### src/rtl/jtframe_prog_pkg.sv
// jtframe_prog_pkg
// Shared types and constants for the ROM download packer.
//   prog_state_t : write-sequencer states (IDLE, WRITE, WAIT)
//   prog_entry_t : one buffered download byte, already bank-decoded
//   MASK_*       : active-low SDRAM byte enables
//   byte_mask()  : picks the byte lane from the byte-address LSB
package jtframe_prog_pkg;

  typedef enum logic [1:0] {
    IDLE  = 2'd0,
    WRITE = 2'd1,
    WAIT  = 2'd2
  } prog_state_t;

  // Active-low enables: a zero bit selects that byte lane.
  localparam logic [1:0] MASK_LO   = 2'b10;
  localparam logic [1:0] MASK_HI   = 2'b01;
  localparam logic [1:0] MASK_NONE = 2'b11;

  // addr holds the word offset inside the bank (byte offset [24:1]); the
  // top module trims it to the SDRAM word width when loading the outputs.
  typedef struct packed {
    logic [1:0]  ba;
    logic [23:0] addr;
    logic [1:0]  mask;
    logic [7:0]  data;
  } prog_entry_t;

  function automatic logic [1:0] byte_mask(input logic lsb);
    return lsb ? MASK_HI : MASK_LO;
  endfunction

endpackage

### src/rtl/jtframe_prog_fifo.sv
// jtframe_prog_fifo
// Two-entry FIFO with 1-bit read/write pointers and an occupancy count.
//   clk, rst_n : clock, asynchronous active-low reset
//   push, din  : write strobe and data
//   pop        : remove head entry (ignored when empty)
//   dout       : head entry
//   empty/full : occupancy flags
//   drop       : a push was refused because the FIFO was full
module jtframe_prog_fifo #(
  parameter int W = 8
) (
  input  logic         clk,
  input  logic         rst_n,
  input  logic         push,
  input  logic [W-1:0] din,
  input  logic         pop,
  output logic [W-1:0] dout,
  output logic         empty,
  output logic         full,
  output logic         drop
);

  logic [W-1:0] mem [2];
  logic         wr_ptr;
  logic         rd_ptr;
  logic [1:0]   count;
  logic         pop_ok;
  logic         accept;

  assign empty  = (count == 2'd0);
  assign full   = (count == 2'd2);
  assign pop_ok = pop & ~empty;
  // A pop in the same cycle frees the slot, so a full FIFO still takes the push.
  assign accept = push & (~full | pop_ok);
  assign drop   = push & full & ~pop_ok;
  assign dout   = mem[rd_ptr];

  always_ff @(posedge clk or negedge rst_n) begin
    if (!rst_n) begin
      wr_ptr <= 1'b0;
      rd_ptr <= 1'b0;
      count  <= 2'd0;
    end else begin
      if (accept) wr_ptr <= ~wr_ptr;
      if (pop_ok) rd_ptr <= ~rd_ptr;
      unique case ({accept, pop_ok})
        2'b10:   count <= count + 2'd1;
        2'b01:   count <= count - 2'd1;
        default: count <= count;
      endcase
    end
  end

  always_ff @(posedge clk) begin
    if (accept) mem[wr_ptr] <= din;
  end

endmodule

### src/rtl/jtframe_prog_pack.sv
// jtframe_prog_pack
// Packs ROM-download bytes into SDRAM byte writes: decodes the bank from
// the byte address, buffers up to two bytes and replays them to the SDRAM
// controller with a prog_we / prog_rdy handshake.
//   clk, rst_n            : clock, asynchronous active-low reset
//   downloading           : download in progress
//   ioctl_addr/dout/wr    : byte address, byte and one-cycle strobe
//   prog_addr/data/mask/ba: SDRAM word address, {2{byte}}, byte enables, bank
//   prog_we, prog_rdy     : write request (held) and completion pulse
//   dwnld_busy            : download or pending writes still active
//   ovf                   : sticky overflow, cleared when a download starts
// Optional build macro JTFRAME_PROG_HEADER_EN: skip the first HEADER bytes
// and shift the remaining addresses down by HEADER.
module jtframe_prog_pack
  import jtframe_prog_pkg::*;
#(
  parameter int          SDRAMW    = 22,
  parameter logic [24:0] BA1_START = 25'h1FF_FFFF,
  parameter logic [24:0] BA2_START = 25'h1FF_FFFF,
  parameter logic [24:0] BA3_START = 25'h1FF_FFFF,
  parameter int          HEADER    = 0
) (
  input  logic              clk,
  input  logic              rst_n,
  input  logic              downloading,
  input  logic [24:0]       ioctl_addr,
  input  logic [7:0]        ioctl_dout,
  input  logic              ioctl_wr,
  output logic [SDRAMW-1:0] prog_addr,
  output logic [15:0]       prog_data,
  output logic [1:0]        prog_mask,
  output logic [1:0]        prog_ba,
  output logic              prog_we,
  input  logic              prog_rdy,
  output logic              dwnld_busy,
  output logic              ovf
);

  logic [24:0] eff_addr;
  logic        byte_ok;

`ifdef JTFRAME_PROG_HEADER_EN
  assign byte_ok  = (ioctl_addr >= 25'(HEADER));
  assign eff_addr = ioctl_addr - 25'(HEADER);
`else
  logic unused_header;
  assign unused_header = ^25'(HEADER);
  assign byte_ok  = 1'b1;
  assign eff_addr = ioctl_addr;
`endif

  logic [1:0]  dec_ba;
  logic [24:0] dec_off;

  // Highest matching bank wins, so unused banks are parked at the top.
  always_comb begin
    dec_ba  = 2'd0;
    dec_off = eff_addr;
    if (eff_addr >= BA3_START) begin
      dec_ba  = 2'd3;
      dec_off = eff_addr - BA3_START;
    end else if (eff_addr >= BA2_START) begin
      dec_ba  = 2'd2;
      dec_off = eff_addr - BA2_START;
    end else if (eff_addr >= BA1_START) begin
      dec_ba  = 2'd1;
      dec_off = eff_addr - BA1_START;
    end
  end

  prog_entry_t new_entry;
  prog_entry_t head;
  logic        fifo_empty;
  logic        fifo_full;
  logic        fifo_drop;
  logic        fifo_pop;

  assign new_entry.ba   = dec_ba;
  assign new_entry.addr = dec_off[24:1];
  assign new_entry.mask = byte_mask(dec_off[0]);
  assign new_entry.data = ioctl_dout;

  jtframe_prog_fifo #(
    .W ($bits(prog_entry_t))
  ) u_fifo (
    .clk   (clk),
    .rst_n (rst_n),
    .push  (ioctl_wr & byte_ok),
    .din   (new_entry),
    .pop   (fifo_pop),
    .dout  (head),
    .empty (fifo_empty),
    .full  (fifo_full),
    .drop  (fifo_drop)
  );

  logic unused_fifo;
  assign unused_fifo = fifo_full ^ (^head.addr);

  prog_state_t state;
  prog_state_t next_state;
  logic        load;

  always_ff @(posedge clk or negedge rst_n) begin
    if (!rst_n) state <= IDLE;
    else        state <= next_state;
  end

  // The head entry stays in the FIFO until the controller acknowledges it.
  always_comb begin
    next_state = state;
    load       = 1'b0;
    fifo_pop   = 1'b0;
    unique case (state)
      IDLE: begin
        if (!fifo_empty) begin
          next_state = WRITE;
          load       = 1'b1;
        end
      end
      WRITE: begin
        if (prog_rdy) begin
          fifo_pop   = 1'b1;
          next_state = WAIT;
        end
      end
      WAIT:    next_state = IDLE;
      default: next_state = IDLE;
    endcase
  end

  assign prog_we = (state == WRITE);

  always_ff @(posedge clk or negedge rst_n) begin
    if (!rst_n) begin
      prog_addr <= '0;
      prog_data <= 16'd0;
      prog_mask <= MASK_NONE;
      prog_ba   <= 2'd0;
    end else if (load) begin
      prog_addr <= head.addr[SDRAMW-1:0];
      prog_data <= {2{head.data}};
      prog_mask <= head.mask;
      prog_ba   <= head.ba;
    end
  end

  logic dl_last;

  // A drop in the same cycle as a new download start still leaves ovf set.
  always_ff @(posedge clk or negedge rst_n) begin
    if (!rst_n) begin
      ovf     <= 1'b0;
      dl_last <= 1'b0;
    end else begin
      dl_last <= downloading;
      if (downloading && !dl_last) ovf <= 1'b0;
      if (fifo_drop)               ovf <= 1'b1;
    end
  end

  assign dwnld_busy = downloading | ~fifo_empty | (state != IDLE);

endmodule

### config.mk
export PLATFORM = sky130hd
export DESIGN_NAME = jtframe_prog_pack
export DESIGN_NICKNAME = d
export VERILOG_FILES = /design/src/rtl/jtframe_prog_pkg.sv /design/src/rtl/jtframe_prog_fifo.sv /design/src/rtl/jtframe_prog_pack.sv
export SDC_FILE = /design/constraint.sdc
export NUM_CORES = 1
export LEC_CHECK = 0
export ABC_AREA = 1
export CAP_MARGIN = 5
export CORE_MARGIN = 8
export CORE_UTILIZATION = 25
export DETAILED_ROUTE_END_ITERATION = 6
export MAX_ROUTING_LAYER = met4
export PLACE_DENSITY = 0.55
export SYNTH_ARGS = -nofsm -noshare
export SYNTH_HDL_FRONTEND = slang
export SYNTH_SLANG_ARGS = --single-unit
### constraint.sdc
create_clock -name clk -period 4.5 [get_ports clk]
set_clock_uncertainty 0.15 [all_clocks]
set_input_delay 1.125 -clock clk [delete_from_list [all_inputs] [get_ports clk]]
set_output_delay 1.125 -clock clk [all_outputs]
set_load 0.01 [all_outputs]
* Word-level counts from Yosys, hierarchy flattened
Memory sizes are Yosys's and may differ from the RTL's.
Cells that the tools add are included.
** Storage, ports and cells
- Bits in registers :: 50
- RAM bits :: 72
- Input bits :: 38
- Output and inout port bits :: 45
- Logic and storage cells :: 56
- Memories kept :: 1
** Memory list
- u_fifo.mem :: depth 2, width 36, rd ports 1, clocked after memory_dff 0, wr ports 1, line jtframe_prog_fifo.sv:23 : logic [W-1:0] mem [2];
** Operators by class
- $add $sub $neg :: 3
- Magnitude comparators :: 1
- Eq/ne operators :: 6
- Multiplexer cells :: 15
- Bitwise gates (word level) :: 12
- Reduce and logical (&&, ||, !) cells :: 8
** Operator list (count)
- greater-or-equal comparator 25 bit, second input constant :: 1
- two-way mux 25 bit :: 1
- subtractor 25 bit, second input constant :: 1
- two-way mux 1 bit :: 8
- two-way mux 2 bit :: 4
- case mux 2 bit (2 select lines) :: 2
- nonzero test 2 bit :: 3
- inverter 1 bit :: 5
- AND 1 bit :: 4
- == test 2 x 1 -> 1 bit, second input constant :: 2
- == test 2 bit, second input constant :: 2
- logical NOT 2 bit :: 2
- bitwise OR 1 bit :: 3
- adder 2 x 1 -> 2 bit, second input constant :: 1
- != test 2 x 1 -> 1 bit, second input constant :: 1
- != test 2 bit, second input constant :: 1
- AND reduction 2 bit :: 1
- subtractor 2 x 1 -> 2 bit, second input constant :: 1
- logical AND 1 bit :: 1
- logical NOT 1 bit :: 1

* Longest topological paths before layout
Gate-level depths: netlist of run 1.
- Depth after elaboration :: 7
- Depth in mapped cells :: 10
- Depth with buffers taken out :: 10

* Cells and area by module
Synthesis of run 1 repeated with hierarchy kept, for this count alone.
** Unflattened totals
- Cells, all modules :: 422
- Area total of the unflattened synthesis :: 4898.4 sq um
** Modules (own cells, without submodules)
- jtframe_prog_fifo :: times used 1, cells an instance 221, area each 2907.8 sq um, sequential area each 2262.2 sq um
- jtframe_prog_pack :: times used 1, cells an instance 201, area each 1990.7 sq um, sequential area each 953.4 sq um

* Worst setup path before layout of run 1
Ideal clock, no wire load.
- Path kind :: in2reg
- From :: in prog_rdy
- To :: mem u_fifo.mem[1][0] (netlist name) (enable)
- Setup time :: 423 ps
- Arrival time :: 2776 ps
- Required time :: 3927 ps
- Slack :: 1151 ps
- Stages :: 4
- Path buffers :: 0
- Cells stage by stage :: nand2_1 -> nand3_1 -> nand2_1 -> nor2_1
** Between the ends
- Word-level cells in the longest chain between the ends :: 7
** Ends and longest elaborated chain
- from (decl) :: line jtframe_prog_pack.sv:34 : input logic prog_rdy,
- two-way mux 1 bit :: line jtframe_prog_pack.sv:122 : if (prog_rdy) begin
- two-way mux 1 bit :: line jtframe_prog_pack.sv:114 : unique case (state)
- AND 1 bit :: line jtframe_prog_fifo.sv:32 : assign pop_ok = pop & ~empty;
- bitwise OR 1 bit :: line jtframe_prog_fifo.sv:34 : assign accept = push & (~full | pop_ok);
- AND 1 bit :: line jtframe_prog_fifo.sv:34
- two-way mux 1 bit :: line jtframe_prog_fifo.sv:55 : if (accept) mem[wr_ptr] <= din;
- two-way mux 1 bit (implied by the code) :: line jtframe_prog_fifo.sv:55
- to (decl) :: line jtframe_prog_fifo.sv:23
No other way between the ends.

* Final worst setup path of run 1
- From :: in downloading
- To :: out dwnld_busy
** Between the ends
- Word-level cells in the longest chain between the ends :: 2
** Ends and longest elaborated chain
- from (decl) :: line jtframe_prog_pack.sv:25 : input logic downloading,
- bitwise OR 1 bit (2 in a row) :: line jtframe_prog_pack.sv:162 : assign dwnld_busy = downloading | ~fifo_empty | (state != IDLE);
- to (decl) :: line jtframe_prog_pack.sv:35 : output logic dwnld_busy,
No other way between the ends.

==> results.cfg, run 1 <==
[finish]
syn_to_final_growth_pct = 27.3
antenna_cells = 0
layout-drive-gt1-share_pct = 7.94
multi_input_area_um2 = 1130
fin_nets = 539
n_fill_cell = 1839
seqCellArea_um2 = 3010

[logic_synthesis]
synth_area_um2 = 4540
synth_xor_area_share_pct = 0.578
yosysSeqAreaShare_pct = 66.2
yosys.area_share.adder_pct = 0.551
syn_avg_cell_area_um2 = 10.6
ys_warn_count = 0
synth_cells = 430
yosys.area_share.simple_pct = 13.7
synth_compound_area_share_pct = 9.97
muxShareOfSynthArea_pct = 0
synth-seq-cells = 107
ys_types = 27
syn_nets = 470
synth_top_family_by_area = simple AND/OR/NAND/NOR gates

[sta]
tns_ns = 0
hold_viol = 0
fmax_ghz = 0.281
hold_ws_ns = 0.334
report.final.slew_viol_count = 0
finalSetupViolCount = 0
worst_pin_slew_ns = 1.08
min_period_over_period_pct = 79.1
slew_headroom_pct = 27.9
rsz0062_at_grt = false
layout_min_cycle_time_ns = 3.56

[critical_path]
startpoint = downloading
cp-end-kind = primary output
arrival_ns = 2.28
rrSetupSlack_ns = 2.54
cp_max_fo = 2
critPathRequiredTime_ns = 3.22
reg2regPathDepth = 6
start_kind = primary input
worstReg2RegEnd = u_fifo.mem[1][0]
crit-reg2reg-launch = state[1]
critical_path_class = primary input to primary output
endpoint = dwnld_busy

[place]
portBuffers = 82
dpl.hpwl_mm = 7.06
place.gp.congestion = 0.752

[power]
vdd_drop_max_uv = 361
p_switching_mw = 1.22
p_int_mw = 2.41
finalPower_mw = 3.63
pwr-share-comb_pct = 33.2
switching_share_pct = 33.6
p_leak_nw = 2.38
p_seq_share_pct = 44.5
powerDensity_nw_per_um2 = 628
p_clk_share_pct = 22.3

[floorplan]
fp-row-count = 49
start_util_pct = 25.4
pin_count = 83
die_w_um = 151
core_area_um2 = 17900
fp.dieH_um = 151
die-area_um2 = 22700

[clock_tree]
insertion_delay_ns = 0.34
cts_max_level = 3
cts_tree = yes
numCtsBuffers = 9
clkTransAtPathRegs_ns = 0.07
root_buffer = clkbuf_16
cts_resized = 0
cts_setup_buffers = 0
cts.sinks = 107
clk_path_buf_depth = 2
hold_buffers = 0

[global_route]
grt.overflow.total = 0
grt_max_degree = 68
grt_use_total_pct = 9.51
grt_pass1_wl_mm = 16.2
grt_pass1_vias = 3196
antenna_found_initial = 0

[job]
drv_cap = 0

[drt]
drtPass1Iterations = 4
wl_mm = 10.1
first_iter_violations = 165
drc_errors = 0
detail-route-antenna-nets = 0
viasPerCell = 4.10
wl_per_cell_um = 13.8
route.vias.total = 3002

[min_path]
hold_path_class = flip-flop to flip-flop

[run_status]
status = finished clean
[metrics by stage]
stage | cells | cell area (um^2) | utilization [%] | setup slack (ns)
after CTS | 733 | 5780 | 32.3 | 0.910
after floorplan | 430 | 4540 | - | 1.15
after global placement | 717 | 5480 | 30.6 | 0.926
final | 733 | 5780 | 32.3 | 0.941
after global routing | 733 | 5780 | 32.3 | 0.861
after detailed placement | 717 | 5480 | 30.6 | 0.910
[Yosys cell counts (all sizes together)]
cell    instances  area share, %
nor2           22            2.1
o21ai          69            7.6
edfxtp         66             44
clkbuf          5           0.41
xor2            1           0.19
dfstp           2            1.2
a21boi         10            2.0
inv            57            4.7
nand2         122             10
buf            21            3.9
nor3            1           0.11
dfrtp          39             21
ha              2           0.55
o31ai           1           0.17
a21oi           2           0.22
nand4           3           0.55
xnor2           2           0.39
nand3           5           0.55
[power by group through the flow]
stage	clock network, mW	registers [mW]	logic [mW]
finish	0.810	1.62	1.21
global route	0.871	1.67	1.36
CTS	0.836	1.63	1.25
detailed placement	0	1.65	1.24
global placement	0	1.63	1.22
floorplan	0	1.62	0.701
[sequential cells by signal, indices dropped and copies added (netlist names)]
register	flops
u_fifo.mem	66
prog_addr	22
prog_data	8
prog_mask	2
state	2
u_fifo.count	2
dl_last	1
ovf	1
prog_ba	1
u_fifo.rd_ptr	1
u_fifo.wr_ptr	1
[routing by layer]
layer	part of all wire, %	vias to the layer above	global-route usage [%]
met1	45	1411	10.7
li1	-	1523	-
met5	0	-	-
met2	50	61	16.2
met3	4.5	7	2.00
met4	1.2	0	3.96
[how the worst min path moves through the flow]
stage                     slack (ns)            end     startpoint  cells past startpoint
after global placement          0.30  u_fifo.wr_ptr  u_fifo.wr_ptr                      2
after detailed placement        0.32  u_fifo.wr_ptr  u_fifo.wr_ptr                      2
after CTS                       0.34  u_fifo.wr_ptr  u_fifo.wr_ptr                      2
after floorplan                 0.29  u_fifo.wr_ptr  u_fifo.wr_ptr                      2
final                           0.33  u_fifo.wr_ptr  u_fifo.wr_ptr                      2
after global routing            0.35  prog_addr[11]  prog_addr[11]                      2
[worst max-delay path, cell delays in order]
cell	delay, ns
clkdlybuf4s50_1	0.47
inv_1	0.06
nand4_1	0.09
clkdlybuf4s50_1	0.54
[cells by family after synthesis]
logic type | Yosys count
AOI/OAI and AO/OA | 82
xor gates and xnor gates | 3
DFF | 107
buffers and inverters | 83
adders and majority gates | 2
and+or+nand+nor | 153
[layout make-up]
type,instances,share of cell area [%]
flip-flops and latches,107,52.1
multi-input cells,240,19.6
repair buffers,84,14.4
well taps,229,4.95
clock buffers,9,3.89
inverters,57,3.70
clock inverters,7,1.45
[placed cells by master (no fill, tap or decap), types with 3 or more instances in the layout]
master and count:
nand3_1 5, nor2_2 6, a21boi_1 5, edfxtp_1 66, dfrtp_1 38, o21ai_1 3, nand2_2 4, clkdlybuf4s50_1 81
clkinvlp_4 3, clkbuf_16 9, o21ai_0 66, nand2_1 118, a21boi_2 4, inv_1 55, nor2_1 15
Power figures use the tool's default switching activity.
==> run 2, diff against run 1 <==
- PLACE_DENSITY: 0.55 -> 0.57
- clock period: 4.5 -> 2.86 ns (I/O delays scaled with it)
==> run 2 against run 1 <==
Non-clock buffer count rose by 8. Worst setup slack got worse by 0.82 ns. Power increased by 60%. Critical path depth stayed put. Final cell count rose by 1.1%. Utilization increased by 0.60 points. Register-to-register slack worse by 1.6 ns. Largest power group unchanged. First-iteration DRC count grew 20%. Via count is 0.77% higher.
==> results.cfg, run 2 (synthesized netlist as in run 1, its figures left out) <==
[sta]
worst_pin_slew_ns = 1.06
rsz0062_at_grt = false
tns_ns = 0
slew_headroom_pct = 28.9
finalSetupViolCount = 0
min_period_over_period_pct = 96.0
report.final.slew_viol_count = 0
hold_viol = 0
fmax_ghz = 0.364
hold_ws_ns = 0.218
layout_min_cycle_time_ns = 2.74

[critical_path]
start_kind = primary input
critical_path_class = primary input to primary output
cp_max_fo = 2
path_common_cell = clkdlybuf4s50_1
arrival_ns = 1.88
cpPeakStageDelay_ns = 0.55
cp-end-kind = primary output
critPathSlowestCell = clkdlybuf4s50_1
crit_chain = clkdlybuf4s50_1 -> inv_1 -> nand4_1 -> clkdlybuf4s50_1
critPathRequiredTime_ns = 2.00

[floorplan]
fp.dieH_um = 151
die-area_um2 = 22700
pin_count = 83
die_w_um = 151
core_area_um2 = 17900
start_util_pct = 25.4
fp-row-count = 49

[finish]
layout_common_cells = nand2_1 (118), clkdlybuf4s50_1 (81), o21ai_0 (66), edfxtp_1 (66), inv_1 (55)
layout-drive-gt1-share_pct = 9.38
layout_commonest_cell = nand2_1
antenna_cells = 0
reg_top3 = u_fifo.mem (66), prog_addr (22), prog_data (8)
largest-register = u_fifo.mem
largest_reg_flops = 66
fin_nets = 547
syn_to_final_growth_pct = 29.7
fin_area_um2 = 5890
stdcell_count = 741
fin_util_pct = 32.9

[drt]
detail-route-antenna-nets = 0
viasPerCell = 4.08
drtPass1Iterations = 4
first_iter_violations = 198
wl_per_cell_um = 13.4
drc_errors = 0
wl_mm = 9.96
route.vias.total = 3025

[clock_tree]
clkTransAtPathRegs_ns = 0.08
cts_resized = 0
clk_path_buf_depth = 2
cts_tree = yes
cts_setup_buffers = 0
cts_max_level = 3
numCtsBuffers = 9
cts.sinks = 107
insertion_delay_ns = 0.34
root_buffer = clkbuf_16
hold_buffers = 0

[power]
powerDensity_nw_per_um2 = 987
vdd_drop_max_uv = 373
p_leak_nw = 2.44

[global_route]
antenna_found_initial = 0
grt.overflow.total = 0
grt_max_degree = 68
grt_pass1_vias = 2999
grt_pass1_wl_mm = 15.7
grt_use_total_pct = 9.23

[place]
placed_cells = 725
dpl.hpwl_mm = 7.33
portBuffers = 82
place.gp.congestion = 0.757
dpl_cell_area_um2 = 5560

[run_status]
status = finished clean

[job]
drv_cap = 0

[min_path]
hold_path_class = primary input to asynchronous set/reset pin
-- run 2: changes by cell type in the layout (fill, tap and decap cells not counted) --
| cell | change |
|---|---|
| bufinv_16 | +1 |
| buf_4 | +6 |
| buf_12 | +2 |
| inv_6 | +1 |
| inv_8 | -1 |
| clkinvlp_4 | -3 |
| clkinv_4 | +2 |
-- run 2: metrics by stage --
step | total power, mW | setup slack, ns
finish | 5.81 | 0.116
global route | 6.23 | 0.0577
floorplan | 3.65 | 0.463
global placement | 4.51 | 0.0977
CTS | 5.93 | 0.0902
detailed placement | 4.57 | 0.0902
-- run 2: final timing paths --
check,startpoint,to,slack [ns],cells after the start
max,downloading,dwnld_busy,0.12,4
min,rst_n,prog_addr[8],0.22,1
max reg2reg,u_fifo.count[0],prog_data[11],0.95,4
min in group clk,u_fifo.wr_ptr,u_fifo.wr_ptr,0.32,2
min reg2reg,u_fifo.wr_ptr,u_fifo.wr_ptr,0.32,2
max in group asynchronous,rst_n,prog_addr[0],1.80,2
-- run 2: worst max-delay path, delay by kind of cell --
kind / cells / cell delay (ns)
simple gates: 1 / 0.08
buf+inv: 3 / 1.08
-- run 2: power breakdown --
group / internal, mW / leakage, nW / switching (mW) / total, mW
logic: 0.925 / 1.17 / 1.04 / 1.96
registers: 2.21 / 1.11 / 0.296 / 2.51
clock network: 0.783 / 0.163 / 0.563 / 1.35
total: 3.92 / 2.44 / 1.90 / 5.81
-- run 2: layout make-up --
cell class | count | area (um^2)
clock buffers | 9 | 225
clock inverters | 7 | 106
fillers | 1768 | 12000
inverters | 57 | 214
multi-input cells | 240 | 1130
flip-flops and latches | 107 | 3010
well taps | 229 | 287
repair buffers | 92 | 916
-- run 2: metal layers --
layer,global-route usage [%],routed length (um)
met4,3.27,86
met2,15.2,4950
met3,1.70,333
met5,-,0
met1,11.2,4590
==> run 3, diff against run 2 <==
- DONT_BUFFER_PORTS: default -> 1
- PLACE_DENSITY: 0.57 -> 0.51
- SKIP_CTS_REPAIR_TIMING: default -> 1
==> run 3 against run 2 <==
Non-clock buffer count down 86. Design area down 15%. Sequential share of layout area up 8.7 points. Fmax up 36%.
==> results.cfg, run 3 (synthesized netlist as in run 1, its figures left out) <==
[run_status]
status = finished clean

[sta]
min_period_over_period_pct = 70.5
report.final.slew_viol_count = 0
hold_viol = 0
tns_ns = 0
fmax_ghz = 0.496
finalSetupViolCount = 0
layout_min_cycle_time_ns = 2.02
slew_headroom_pct = 60.1
worst_pin_slew_ns = 0.598
rsz0062_at_grt = false

[floorplan]
core_area_um2 = 17900
fp.dieH_um = 151
die_w_um = 151
start_util_pct = 25.4
die-area_um2 = 22700
fp-row-count = 49
pin_count = 83

[drt]
route.vias.total = 2717
drtPass1Iterations = 5
viasPerCell = 4.15
detail-route-antenna-nets = 0
wl_mm = 10.2
first_iter_violations = 165
drc_errors = 0
wl_per_cell_um = 15.6

[critical_path]
cp-end-kind = flip-flop
startpoint = state[1]
crit_chain = nor2_1 -> nand2_1 -> nand3_1 -> nand3_1 -> inv_1 -> buf_4
arrival_ns = 1.84
cp_max_fo = 33
critPathSlowestCell = dfrtp_1
cpPeakStageDelay_ns = 0.40
critical_path_class = flip-flop to flip-flop
path_common_cell = nand3_1
start_kind = flip-flop
critPathRequiredTime_ns = 2.69
reg2regPathDepth = 6
crit-reg2reg-launch = state[1]

[finish]
layout_common_cells = nand2_1 (118), o21ai_0 (66), edfxtp_1 (66)
syn_to_final_growth_pct = 10.7
layout-drive-gt1-share_pct = 10.1
layout_commonest_cell = nand2_1
stdcell_count = 655
fin_util_pct = 28.1
largest_reg_flops = 66
reg_top3 = u_fifo.mem (66), prog_addr (22), prog_data (8)
n_fill_cell = 1878
largest-register = u_fifo.mem
antenna_cells = 0
fin_nets = 461

[job]
drv_cap = 0

[global_route]
grt_use_total_pct = 9.45
antenna_found_initial = 0
grt_pass1_wl_mm = 15.6
grt_max_degree = 47
grt_pass1_vias = 2744
grt.overflow.total = 0

[place]
portBuffers = 0
place.gp.congestion = 0.759
dpl.hpwl_mm = 7.13
placed_cells = 638

[power]
p_leak_nw = 2.10
vdd_drop_max_uv = 294
powerDensity_nw_per_um2 = 1020

[clock_tree]
clkTransAtPathRegs_ns = 0.08
cts_tree = yes
numCtsBuffers = 9
cts.sinks = 107
clk_path_buf_depth = 2
root_buffer = clkbuf_16
cts_max_level = 3
insertion_delay_ns = 0.34

[min_path]
hold_path_class = primary input to asynchronous set/reset pin
-- run 3: cell types whose count changed in the layout (fill, tap and decap cells not counted), sizes merged --
| cell | previous run | this run |
|---|---|---|
| bufinv | 2 | 1 |
| buf | 11 | 6 |
| inv | 60 | 61 |
| clkdlybuf4s50 | 81 | 0 |
-- run 3: report_power, final --
part           total (mW)  switching (mW)  internal (mW)
clock network        1.29           0.592          0.699
registers            2.69           0.475           2.21
logic                1.16           0.784          0.373
total                5.13            1.85           3.28
-- run 3: cell type report --
type,count,area [um^2],area share (%)
clock buffer,9,225,4.48
clock inverter,7,83.8,1.67
inverter,57,214,4.25
multi-input combinational,240,1130,22.5
sequential,107,3010,59.9
tap,229,287,5.70
timing repair buffer,6,77.6,1.54
-- run 3: final timing paths --
check / to / slack [ns]
max reg2reg: u_fifo.mem[0][7] / 0.84
min in group clk: dl_last / 0.25
min: prog_addr[10] / 0.05
max in group asynchronous: u_fifo.rd_ptr / 2.28
min reg2reg: state[0] / 0.33
max: u_fifo.mem[0][7] / 0.84
-- run 3: critical path: cells and delay by family (launching register included) --
kind / cells / cell delay (ns)
AND/OR/NAND/NOR: 4 / 0.61
flip-flops: 1 / 0.40
buffers and inverters: 2 / 0.46
-- run 3: metal layers --
| layer | wire [um] | vias to the layer above | global-route usage [%] |
|---|---|---|---|
| met5 | 0 | - | - |
| met4 | 144 | 0 | 3.56 |
| met3 | 917 | 8 | 3.53 |
| met2 | 4830 | 66 | 14.8 |
| met1 | 4330 | 1269 | 10.8 |
| li1 | - | 1374 | - |
-- run 3: metrics by stage --
stage          setup slack [ns]  hold WS [ns]  instance area, um^2  power (mW)
6_report                  0.842        0.0477                 5030        5.13
5_1_grt                   0.645        0.0362                 5030        5.53
4_1_cts                   0.778        -0.106                 5000        5.24
3_5_place_dp              0.517         0.270                 4690        3.93
3_3_place_gp              0.537         0.271                 4690        3.89
2_1_floorplan             0.463         0.269                 4550        3.65
